[config.mk]
export PLATFORM = sky130hd
export DESIGN_NAME = rv_imm_stage_flat
export DESIGN_NICKNAME = d
export VERILOG_FILES = /design/src/rtl/rv_imm_pkg.sv /design/src/rtl/rv_imm_if.sv /design/src/rtl/rv_imm_skid.sv /design/src/rtl/rv_imm_stage.sv /design/src/flat_wrapper.sv
export SDC_FILE = /design/constraint.sdc
export NUM_CORES = 1
export LEC_CHECK = 0
export ABC_AREA = 1
export BUFFER_PORTS_ARGS = -buffer_cell sky130_fd_sc_hd__buf_2
export CAP_MARGIN = 10
export CORE_UTILIZATION = 30
export CTS_CLUSTER_DIAMETER = 120
export DETAILED_ROUTE_END_ITERATION = 10
export PLACE_DENSITY = 0.44
export SLEW_MARGIN = 40
export SYNTH_ARGS = -nofsm -noshare
export SYNTH_HDL_FRONTEND = slang
export SYNTH_HIERARCHICAL = 1
export SYNTH_SLANG_ARGS = --single-unit
[constraint.sdc]
create_clock -name clk -period 3.4 [get_ports clk]
set_input_delay 0.51 -clock clk [delete_from_list [all_inputs] [get_ports clk]]
set_output_delay 0.51 -clock clk [all_outputs]
set_load 0.1 [all_outputs]
[src/rtl/rv_imm_pkg.sv]
// Shared opcode constants, format tags and the immediate decoder for rv_imm_stage.
// Build option IMM_CSR_EN: CSR-immediate SYSTEM ops decode as fmt Z (zimm in ir[19:15]).
package rv_imm_pkg;

    localparam logic [6:0] OPC_LOAD     = 7'b0000011;
    localparam logic [6:0] OPC_OP_IMM   = 7'b0010011;
    localparam logic [6:0] OPC_JALR     = 7'b1100111;
    localparam logic [6:0] OPC_OP_IMM32 = 7'b0011011;
    localparam logic [6:0] OPC_STORE    = 7'b0100011;
    localparam logic [6:0] OPC_BRANCH   = 7'b1100011;
    localparam logic [6:0] OPC_LUI      = 7'b0110111;
    localparam logic [6:0] OPC_AUIPC    = 7'b0010111;
    localparam logic [6:0] OPC_JAL      = 7'b1101111;
    localparam logic [6:0] OPC_OP       = 7'b0110011;
    localparam logic [6:0] OPC_OP32     = 7'b0111011;
    localparam logic [6:0] OPC_SYSTEM   = 7'b1110011;

    typedef enum logic [2:0] {
        FMT_NONE = 3'd0,
        FMT_I    = 3'd1,
        FMT_S    = 3'd2,
        FMT_B    = 3'd3,
        FMT_U    = 3'd4,
        FMT_J    = 3'd5,
        FMT_Z    = 3'd6
    } fmt_t;

    typedef enum logic [1:0] {
        SKID_EMPTY = 2'd0,
        SKID_ONE   = 2'd1,
        SKID_FULL  = 2'd2
    } skid_state_t;

    typedef struct packed {
        fmt_t        fmt;
        logic [63:0] imm;
        logic        illegal;
    } imm_res_t;

    // Immediate is always produced at 64 bits; XLEN=32 users keep the low half.
    function automatic imm_res_t imm_decode(input logic [31:0] ir, input logic xlen64);
        imm_res_t   r;
        logic [2:0] funct3;
        logic       is_shift;
        funct3    = ir[14:12];
        is_shift  = (funct3 == 3'b001) || (funct3 == 3'b101);
        r.fmt     = FMT_NONE;
        r.imm     = '0;
        r.illegal = 1'b0;
        case (ir[6:0])
            OPC_LOAD, OPC_JALR: begin
                r.fmt = FMT_I;
                r.imm = {{52{ir[31]}}, ir[31:20]};
            end
            OPC_OP_IMM: begin
                r.fmt = FMT_I;
                if (is_shift) r.imm = xlen64 ? {58'b0, ir[25:20]} : {59'b0, ir[24:20]};
                else          r.imm = {{52{ir[31]}}, ir[31:20]};
            end
            OPC_OP_IMM32: begin
                r.fmt     = FMT_I;
                r.illegal = !xlen64;
                if (is_shift) r.imm = {59'b0, ir[24:20]};
                else          r.imm = {{52{ir[31]}}, ir[31:20]};
            end
            OPC_STORE: begin
                r.fmt = FMT_S;
                r.imm = {{52{ir[31]}}, ir[31:25], ir[11:7]};
            end
            OPC_BRANCH: begin
                r.fmt = FMT_B;
                r.imm = {{51{ir[31]}}, ir[31], ir[7], ir[30:25], ir[11:8], 1'b0};
            end
            OPC_LUI, OPC_AUIPC: begin
                r.fmt = FMT_U;
                r.imm = {{32{ir[31]}}, ir[31:12], 12'b0};
            end
            OPC_JAL: begin
                r.fmt = FMT_J;
                r.imm = {{43{ir[31]}}, ir[31], ir[19:12], ir[20], ir[30:21], 1'b0};
            end
            OPC_OP: ;
            OPC_OP32: r.illegal = !xlen64;
            OPC_SYSTEM: begin
`ifdef IMM_CSR_EN
                if (funct3 != 3'b000) begin
                    r.fmt = FMT_Z;
                    r.imm = {59'b0, ir[19:15]};
                end else begin
                    r.fmt = FMT_I;
                    r.imm = {{52{ir[31]}}, ir[31:20]};
                end
`else
                r.fmt = FMT_I;
                r.imm = {{52{ir[31]}}, ir[31:20]};
`endif
            end
            default: r.illegal = 1'b1;
        endcase
        return r;
    endfunction

endpackage

[src/rtl/rv_imm_if.sv]
// Handshake bundle of rv_imm_stage: instruction/PC in, decoded bundle out, plus flush.
interface rv_imm_if #(parameter int XLEN = 32);
    logic            flush;
    logic            in_valid;
    logic            in_ready;
    logic [31:0]     in_ir;
    logic [XLEN-1:0] in_pc;
    logic            out_valid;
    logic            out_ready;
    logic [31:0]     out_ir;
    logic [XLEN-1:0] out_pc;
    logic [XLEN-1:0] out_imm;
    logic [2:0]      out_fmt;
    logic [XLEN-1:0] out_target;
    logic            out_illegal;

    modport master (
        output flush, in_valid, in_ir, in_pc, out_ready,
        input  in_ready, out_valid, out_ir, out_pc, out_imm, out_fmt, out_target, out_illegal
    );

    modport slave (
        input  flush, in_valid, in_ir, in_pc, out_ready,
        output in_ready, out_valid, out_ir, out_pc, out_imm, out_fmt, out_target, out_illegal
    );
endinterface

[src/rtl/rv_imm_skid.sv]
// Two-entry skid buffer (main drives the outputs, skid absorbs one extra word); registered in_ready.
//  state      | meaning
//  SKID_EMPTY | main and skid invalid
//  SKID_ONE   | main valid, skid invalid
//  SKID_FULL  | main and skid valid, upstream blocked
module rv_skid_buf
    import rv_imm_pkg::*;
#(
    parameter int W = 8
) (
    input  logic         clk,
    input  logic         rst,
    input  logic         flush_i,
    input  logic         in_valid_i,
    output logic         in_ready_o,
    input  logic [W-1:0] in_data_i,
    output logic         out_valid_o,
    input  logic         out_ready_i,
    output logic [W-1:0] out_data_o
);
    skid_state_t  state_q, state_d;
    logic [W-1:0] main_q, main_d, skid_q, skid_d;
    logic         in_ready_q;
    logic         accept, drain;

    assign in_ready_o  = in_ready_q;
    assign out_valid_o = (state_q != SKID_EMPTY);
    assign out_data_o  = main_q;
    assign accept      = in_valid_i & in_ready_q;
    assign drain       = out_valid_o & out_ready_i;

    always_comb begin
        state_d = state_q;
        main_d  = main_q;
        skid_d  = skid_q;
        case (state_q)
            SKID_EMPTY: begin
                if (accept) begin
                    state_d = SKID_ONE;
                    main_d  = in_data_i;
                end
            end
            SKID_ONE: begin
                if (accept && drain) begin
                    main_d = in_data_i;
                end else if (accept) begin
                    state_d = SKID_FULL;
                    skid_d  = in_data_i;
                end else if (drain) begin
                    state_d = SKID_EMPTY;
                end
            end
            SKID_FULL: begin
                if (drain) begin
                    state_d = SKID_ONE;
                    main_d  = skid_q;
                end
            end
            default: state_d = SKID_EMPTY;
        endcase
        if (flush_i) state_d = SKID_EMPTY;
    end

    // in_ready is the registered image of "next state is not FULL".
    always_ff @(posedge clk) begin
        if (rst) begin
            state_q    <= SKID_EMPTY;
            main_q     <= '0;
            skid_q     <= '0;
            in_ready_q <= 1'b1;
        end else begin
            state_q    <= state_d;
            main_q     <= main_d;
            skid_q     <= skid_d;
            in_ready_q <= (state_d != SKID_FULL);
        end
    end
endmodule

[src/rtl/rv_imm_stage.sv]
// Registered immediate-decode stage: decodes and adds on the input side, holds results in a skid buffer.
// Build option IMM_CSR_EN selects CSR-immediate (fmt Z) decoding for SYSTEM ops.
module rv_imm_stage
    import rv_imm_pkg::*;
#(
    parameter int XLEN = 32
) (
    input logic      clk,
    input logic      rst,
    rv_imm_if.slave  bus_io
);
    typedef struct packed {
        logic [31:0]     ir;
        logic [XLEN-1:0] pc;
        logic [XLEN-1:0] imm;
        fmt_t            fmt;
        logic [XLEN-1:0] target;
        logic            illegal;
    } payload_t;

    imm_res_t        dec;
    logic [XLEN-1:0] imm_x;
    logic            has_target;
    logic            unused_dec_imm;
    payload_t        in_p, out_p;

    assign dec            = imm_decode(bus_io.in_ir, XLEN == 64);
    assign imm_x          = dec.imm[XLEN-1:0];
    assign unused_dec_imm = ^dec.imm;
    assign has_target     = (dec.fmt == FMT_B) || (dec.fmt == FMT_J)
                          || (bus_io.in_ir[6:0] == OPC_AUIPC);

    always_comb begin
        in_p.ir      = bus_io.in_ir;
        in_p.pc      = bus_io.in_pc;
        in_p.imm     = imm_x;
        in_p.fmt     = dec.fmt;
        in_p.target  = has_target ? (bus_io.in_pc + imm_x) : '0;
        in_p.illegal = dec.illegal;
    end

    rv_skid_buf #(.W($bits(payload_t))) u_skid (
        .clk         (clk),
        .rst         (rst),
        .flush_i     (bus_io.flush),
        .in_valid_i  (bus_io.in_valid),
        .in_ready_o  (bus_io.in_ready),
        .in_data_i   (in_p),
        .out_valid_o (bus_io.out_valid),
        .out_ready_i (bus_io.out_ready),
        .out_data_o  (out_p)
    );

    assign bus_io.out_ir      = out_p.ir;
    assign bus_io.out_pc      = out_p.pc;
    assign bus_io.out_imm     = out_p.imm;
    assign bus_io.out_fmt     = out_p.fmt;
    assign bus_io.out_target  = out_p.target;
    assign bus_io.out_illegal = out_p.illegal;
endmodule
[src/flat_wrapper.sv]
// flat-port wrapper written by rule: the top's interface ports become plain ports
module rv_imm_stage_flat import rv_imm_pkg::*;
#(
    parameter int XLEN = 32
)
  (clk, rst, bus_io_flush, bus_io_in_valid, bus_io_in_ir, bus_io_in_pc, bus_io_out_ready, bus_io_in_ready, bus_io_out_valid, bus_io_out_ir, bus_io_out_pc, bus_io_out_imm, bus_io_out_fmt, bus_io_out_target, bus_io_out_illegal);
  rv_imm_if #(.XLEN(XLEN)) bus_io_i ();
  input logic clk;
  input logic rst;
  input wire logic [$bits(bus_io_i.flush)-1:0] bus_io_flush;
  input wire logic [$bits(bus_io_i.in_valid)-1:0] bus_io_in_valid;
  input wire logic [$bits(bus_io_i.in_ir)-1:0] bus_io_in_ir;
  input wire logic [$bits(bus_io_i.in_pc)-1:0] bus_io_in_pc;
  input wire logic [$bits(bus_io_i.out_ready)-1:0] bus_io_out_ready;
  output wire logic [$bits(bus_io_i.in_ready)-1:0] bus_io_in_ready;
  output wire logic [$bits(bus_io_i.out_valid)-1:0] bus_io_out_valid;
  output wire logic [$bits(bus_io_i.out_ir)-1:0] bus_io_out_ir;
  output wire logic [$bits(bus_io_i.out_pc)-1:0] bus_io_out_pc;
  output wire logic [$bits(bus_io_i.out_imm)-1:0] bus_io_out_imm;
  output wire logic [$bits(bus_io_i.out_fmt)-1:0] bus_io_out_fmt;
  output wire logic [$bits(bus_io_i.out_target)-1:0] bus_io_out_target;
  output wire logic [$bits(bus_io_i.out_illegal)-1:0] bus_io_out_illegal;
  assign bus_io_i.flush = bus_io_flush;
  assign bus_io_i.in_valid = bus_io_in_valid;
  assign bus_io_i.in_ir = bus_io_in_ir;
  assign bus_io_i.in_pc = bus_io_in_pc;
  assign bus_io_i.out_ready = bus_io_out_ready;
  assign bus_io_in_ready = bus_io_i.in_ready;
  assign bus_io_out_valid = bus_io_i.out_valid;
  assign bus_io_out_ir = bus_io_i.out_ir;
  assign bus_io_out_pc = bus_io_i.out_pc;
  assign bus_io_out_imm = bus_io_i.out_imm;
  assign bus_io_out_fmt = bus_io_i.out_fmt;
  assign bus_io_out_target = bus_io_i.out_target;
  assign bus_io_out_illegal = bus_io_i.out_illegal;
  rv_imm_stage #(.XLEN(XLEN)) u_core (.clk(clk), .rst(rst), .bus_io(bus_io_i));
endmodule
* After elaboration in Yosys (flattened, before gate mapping) *
Index checks and enable logic that the tools add are counted.

storage, ports and cells
  register bits = 267
  bits of input ports = 69
  output and inout port bits = 134
  word-level logic and storage cells = 57

operators by class
  add/subtract/negate cells = 1
  equality and inequality tests = 21
  mux-type cells = 15
  bitwise gates (word level) = 3
  reductions and logical operators = 13

operator list
  cell                                                  count
  one-hot mux 67 bit (6 select lines)                   1
  two-way mux 132 bit                                   3
  one-hot mux 132 bit (3 select lines)                  1
  two-way mux 64 bit                                    1
  adder 32 bit                                          1
  two-way mux 32 bit                                    1
  equality test 7 bit (second input constant)           4
  equality test 7 x 5 -> 1 bit (second input constant)  3
  equality test 7 x 6 -> 1 bit (second input constant)  3
  two-way mux 2 bit                                     6
  OR reduction 10 bit                                   1
  != test 2 bit (second input constant)                 4
  equality test 7 x 2 -> 1 bit (second input constant)  1
  equality test 3 bit (second input constant)           2
  one-hot mux 2 bit (3 select lines)                    1
  AND reduction 4 bit                                   1
  OR reduction 2 bit                                    2
  equality test 3 x 1 -> 1 bit (second input constant)  1
  equality test 3 x 2 -> 1 bit (second input constant)  1
  logical OR 1 bit                                      3
  AND reduction 3 bit                                   1
  nonzero test 3 bit                                    1
  OR reduction 3 bit                                    1
  AND 1 bit                                             2
  7 further kinds                                       7

* Longest topological paths before layout *
  depth after elaboration = 10
  gate-level depth with buffers = 26
  mapped depth without buffers = 26

* Cells and area by module *
The synthesis kept the hierarchy.

by module, submodules not included
  module        times used  cells an instance  area an instance (um^2)  seq. area each (um^2)
  rv_skid_buf   1           1869               11815.1                  5345.1
  rv_imm_stage  1           590                2902.8                   0.0

* Least setup slack after synthesis *
Ideal clock, no wire load.

  kind = in2reg
  from = input port bus_io_in_ir[6]
  to = register u_core.u_skid.main_q[25] (netlist: u_core/u_skid/out_data_o[25])
  library setup time = 0.113 ns
  arrival = 2.913 ns
  required time = 3.287 ns
  setup slack = 0.374 ns
  stages on the path = 21
  buffers on the path = 1
  cell sequence = buf_4 > nand3_2 > nor2_1 > nor2_4 > nand2_2 > nor3_4 > nand3_2 > and3_1 > ha_1 > nand2_1 > nor2_1 > nand3_1 > or2_1 > nand2_1 > nand2_1 > inv_1 > nor2_1 > nand2_1 > nand2_1 > nor2_1 > nor2_1

RTL lines
  item                  RTL line            RTL
  from (decl)           flat_wrapper.sv:12  input wire logic [$bits(bus_io_i.in_ir)-1:0] bus_io_in_ir;
  to (signal assigned)  rv_imm_skid.sv:73   main_q <= main_d;
  to (decl)             rv_imm_skid.sv:22   logic [W-1:0] main_q, main_d, skid_q, skid_d;

==> results.md <==
* R2R setup slack at 1250 ps
* Reg-to-Reg End: u_core/u_skid/out_data_o[128]
* Hpwl dp at 39080 um
* Clk slew on worst S/H paths at 50 ps
* Final worst-path cycle share at 91.93%
* Tot Pwr at 8815 uW
* Global Route Usage Sum at 22.42%
* Root Buffer: clkbuf_16
* Die ar. at 49950 sq um
* Slew @ Worst Pin at 799.1 ps
* Final setup violation count at 0
* Worst-Skew Late Latency at 560 ps
* Place WS at -496.8 ps
* Core footprint at 48050 sq um
* Yosys Warn Count at 6
* Vias at 15582
* Most common cell after layout, fill and taps aside: nand2_1
* Max_slew headroom at 46.72%
* Initial antenna violation count at 4
* Tightest Hold Check Type: primary input to flip-flop
* Rows at 80
* WL/cell at 16.48 um
* ANT cells at 0
* Clock Path Buffers at 3
* Max-slew violations at 0
* Fraction of registers with async set/reset at 0%
* Drt total wl at 55790 um
* HP Start: bus_io_out_ready
* Status: finished, final reports clean
* Hold Fails Final Rpt at 0
* Initial DRC count at 893
* Post-route ant nets at 0
* Die extent in y at 223.5 um
* Reg2Reg Depth at 7
* Worst Setup EP: u_core/u_skid/out_data_o[15]
* Share of layout cells above drive strength 1 at 18.41%
* Mapped cell area at 14720 sq um
* Highest-count cells in the layout ignoring fill and taps: nand2_1 (989), nor2_1 (334), dfxtp_1 (267)
* Mapped Cells at 2459
* Startpoint class of the critical path: primary input
* Top FF cell, synth: dfxtp_1
* Reg2Reg Launch Point: u_core/u_skid/state_q[1]
* Finished Layout Cells at 3385
* Clk_skew at 16.84 ps
* RSZ-0062 raised after global routing: yes
* Placer Congestion at 0.9146
* Router iterations before antenna repair at 5
* Global-route wire length before repair at 87370 um
* P_leak at 0.009473 uW
* Grt ovf at 0
* Unique masters post-synth at 37
* Area delta synth->final at 27.15%
* Max Cap Violations at 0
* Post-route worst setup slack at 274.4 ps
* Vias in the first global route at 14972
* Tmin final at 3126 ps
* Maximum VDD drop at 0.2874 mV
* Final #Nets at 2849
* Number of synthesized register bits at 267
* Largest net degree at the start of global routing at 134
* Avg Inst Size Synth at 5.985 sq um
* Vias per inst at 4.603
* PwrDens at 471.0 nW/um^2
* Initial core utilization at 30.63%
* WP data required at 3830 ps
* Die width at 223.5 um
* Post-synthesis sequential area ratio at 36.32%
* DRC errors left at 0
* Number of synthesized flops with an enable pin at 0
* CP Capture Type: flip-flop
* TritonCTS Buffers at 34
* Arrival @ worst endpoint at 3560 ps
* Syn_nets at 2560
* Worst-path fanout max at 6
* Core Util, Final at 38.95%
* Placed insts at 3326
* Critical path launch point: bus_io_in_ir[1]
* CTS H-tree depth at 2
* # port buffers at 202
* Peak Freq at 319.9 MHz
* Critical path class: primary input to flip-flop
* Clk sink count at 267
* CTS tree: built
* Ports at 203
[sequential cells by signal, summed over array words and instances (netlist names)]
signal,flops
u_core/u_skid/in_ready_o,1
u_core/u_skid/out_data_o,132
u_core/u_skid/skid_q,132
u_core/u_skid/state_q,2
[worst max-delay path: stages]
cell and delay [ps]:
buf_2 110, nand2_2 80, inv_2 50, nand2_2 60
nor2_1 60, nor2_4 140, buf_4 120, nand2_2 60
nor3_4 280, nand3_4 140, and3_4 190, ha_1 310
buf_4 160, nand2_1 120, inv_1 70, nand2_1 60
nand2_1 80, a21oi_1 200, nand2_2 100, buf_4 150
o21ai_1 150, a21oi_2 50, nand2_1 60, nand2_1 60
nor2_1 120, nor2_1 60
[cell type report]
class / instances / area (sq um)
clock buffer: 46 / 935.9
clock inverter: 12 / 128.9
fill: 5280 / 29330
inverter: 240 / 908.4
multi-input combinational: 1819 / 8099
sequential: 267 / 5345
tap: 615 / 769.5
timing repair buffer: 386 / 2527
[power by group]
part	switching (uW)	leakage, uW	internal (uW)	total (uW)
Clock	1490	0.000529	2090	3580
Combinational	1500	0.00676	422	1920
Sequential	62.6	0.00218	3250	3310
[through the flow]
stage / setup TNS (ps) / hold slack (ps) / instance area, sq um
6_report: 0 / 199.3 / 18710
2_1_floorplan: 0 / 439.2 / 14720
3_3_place_gp: -9264 / 448.1 / 17420
3_5_place_dp: -10430 / 452.1 / 17420
5_1_grt: -44.24 / 188.7 / 18710
4_1_cts: 0 / 178.0 / 18480
[logic make-up (layout without fill, tap and decap cells)]
family / count (synthesis) / count (layout) / synth area share, %
XOR/XNOR: 10 / 10 / 0.5951
AO/OA/AOI/OAI: 227 / 227 / 8.068
adder cells (fa/ha/maj): 32 / 32 / 2.771
buffers and inverters: 373 / 684 / 10.29
AND/OR/NAND/NOR: 1550 / 1550 / 41.96
flip-flops: 267 / 267 / 36.32
[what timing repair did]
| item | CTS | global route |
|---|---|---|
| endpoints found under the setup margin | 0 | 27 |
| hold buffers | 0 | 0 |
| buffers inserted | 0 | 1 |
| gates resized for setup | 0 | 53 |
[synthesized netlist by cell type, types with 2 or more instances]
| library cell | count | share of area, % |
|---|---|---|
| nor2_1 | 344 | 8.8 |
| nand2_1 | 1000 | 26 |
| o211ai_1 | 4 | 0.20 |
| dfxtp_1 | 267 | 36 |
| ha_1 | 31 | 2.6 |
| nor2_4 | 4 | 0.31 |
| o21ai_1 | 5 | 0.17 |
| nor3_1 | 9 | 0.31 |
| nand4_1 | 4 | 0.17 |
| a21o_1 | 2 | 0.10 |
| nand3_1 | 160 | 5.4 |
| buf_2 | 79 | 2.7 |
| and3_1 | 6 | 0.26 |
| inv_1 | 233 | 5.9 |
| o21ai_0 | 18 | 0.61 |
| inv_2 | 7 | 0.18 |
| a21oi_1 | 186 | 6.3 |
| buf_4 | 4 | 0.20 |
| nand3b_1 | 4 | 0.20 |
| nor2_2 | 3 | 0.13 |
| nand3_2 | 2 | 0.14 |
| o21bai_1 | 8 | 0.41 |
| nand2_2 | 8 | 0.34 |
| clkbuf_1 | 50 | 1.3 |
| xnor2_1 | 9 | 0.54 |
[worst min-delay path by stage]
stage                                     end  slack (ps)  depth (start not counted)
global route         u_core/u_skid/state_q[1]         190                          2
CTS                  u_core/u_skid/state_q[1]         180                          2
floorplan             u_core/u_skid/skid_q[0]         440                          2
finish               u_core/u_skid/state_q[1]         200                          2
detailed placement   u_core/u_skid/skid_q[14]         450                          2
global placement    u_core/u_skid/skid_q[110]         450                          2
[layer usage]
metal	routed length [um]	vias to the layer above	GRT usage [%]	share of wire, %
met3	2914	75	4.978	5.2
met2	26200	298	37.42	47
met4	1304	8	6.319	2.3
met1	25310	7090	28.85	45
li1	-	8111	-	-
met5	57	-	0	0.10
(Power assumes the default switching activity.)
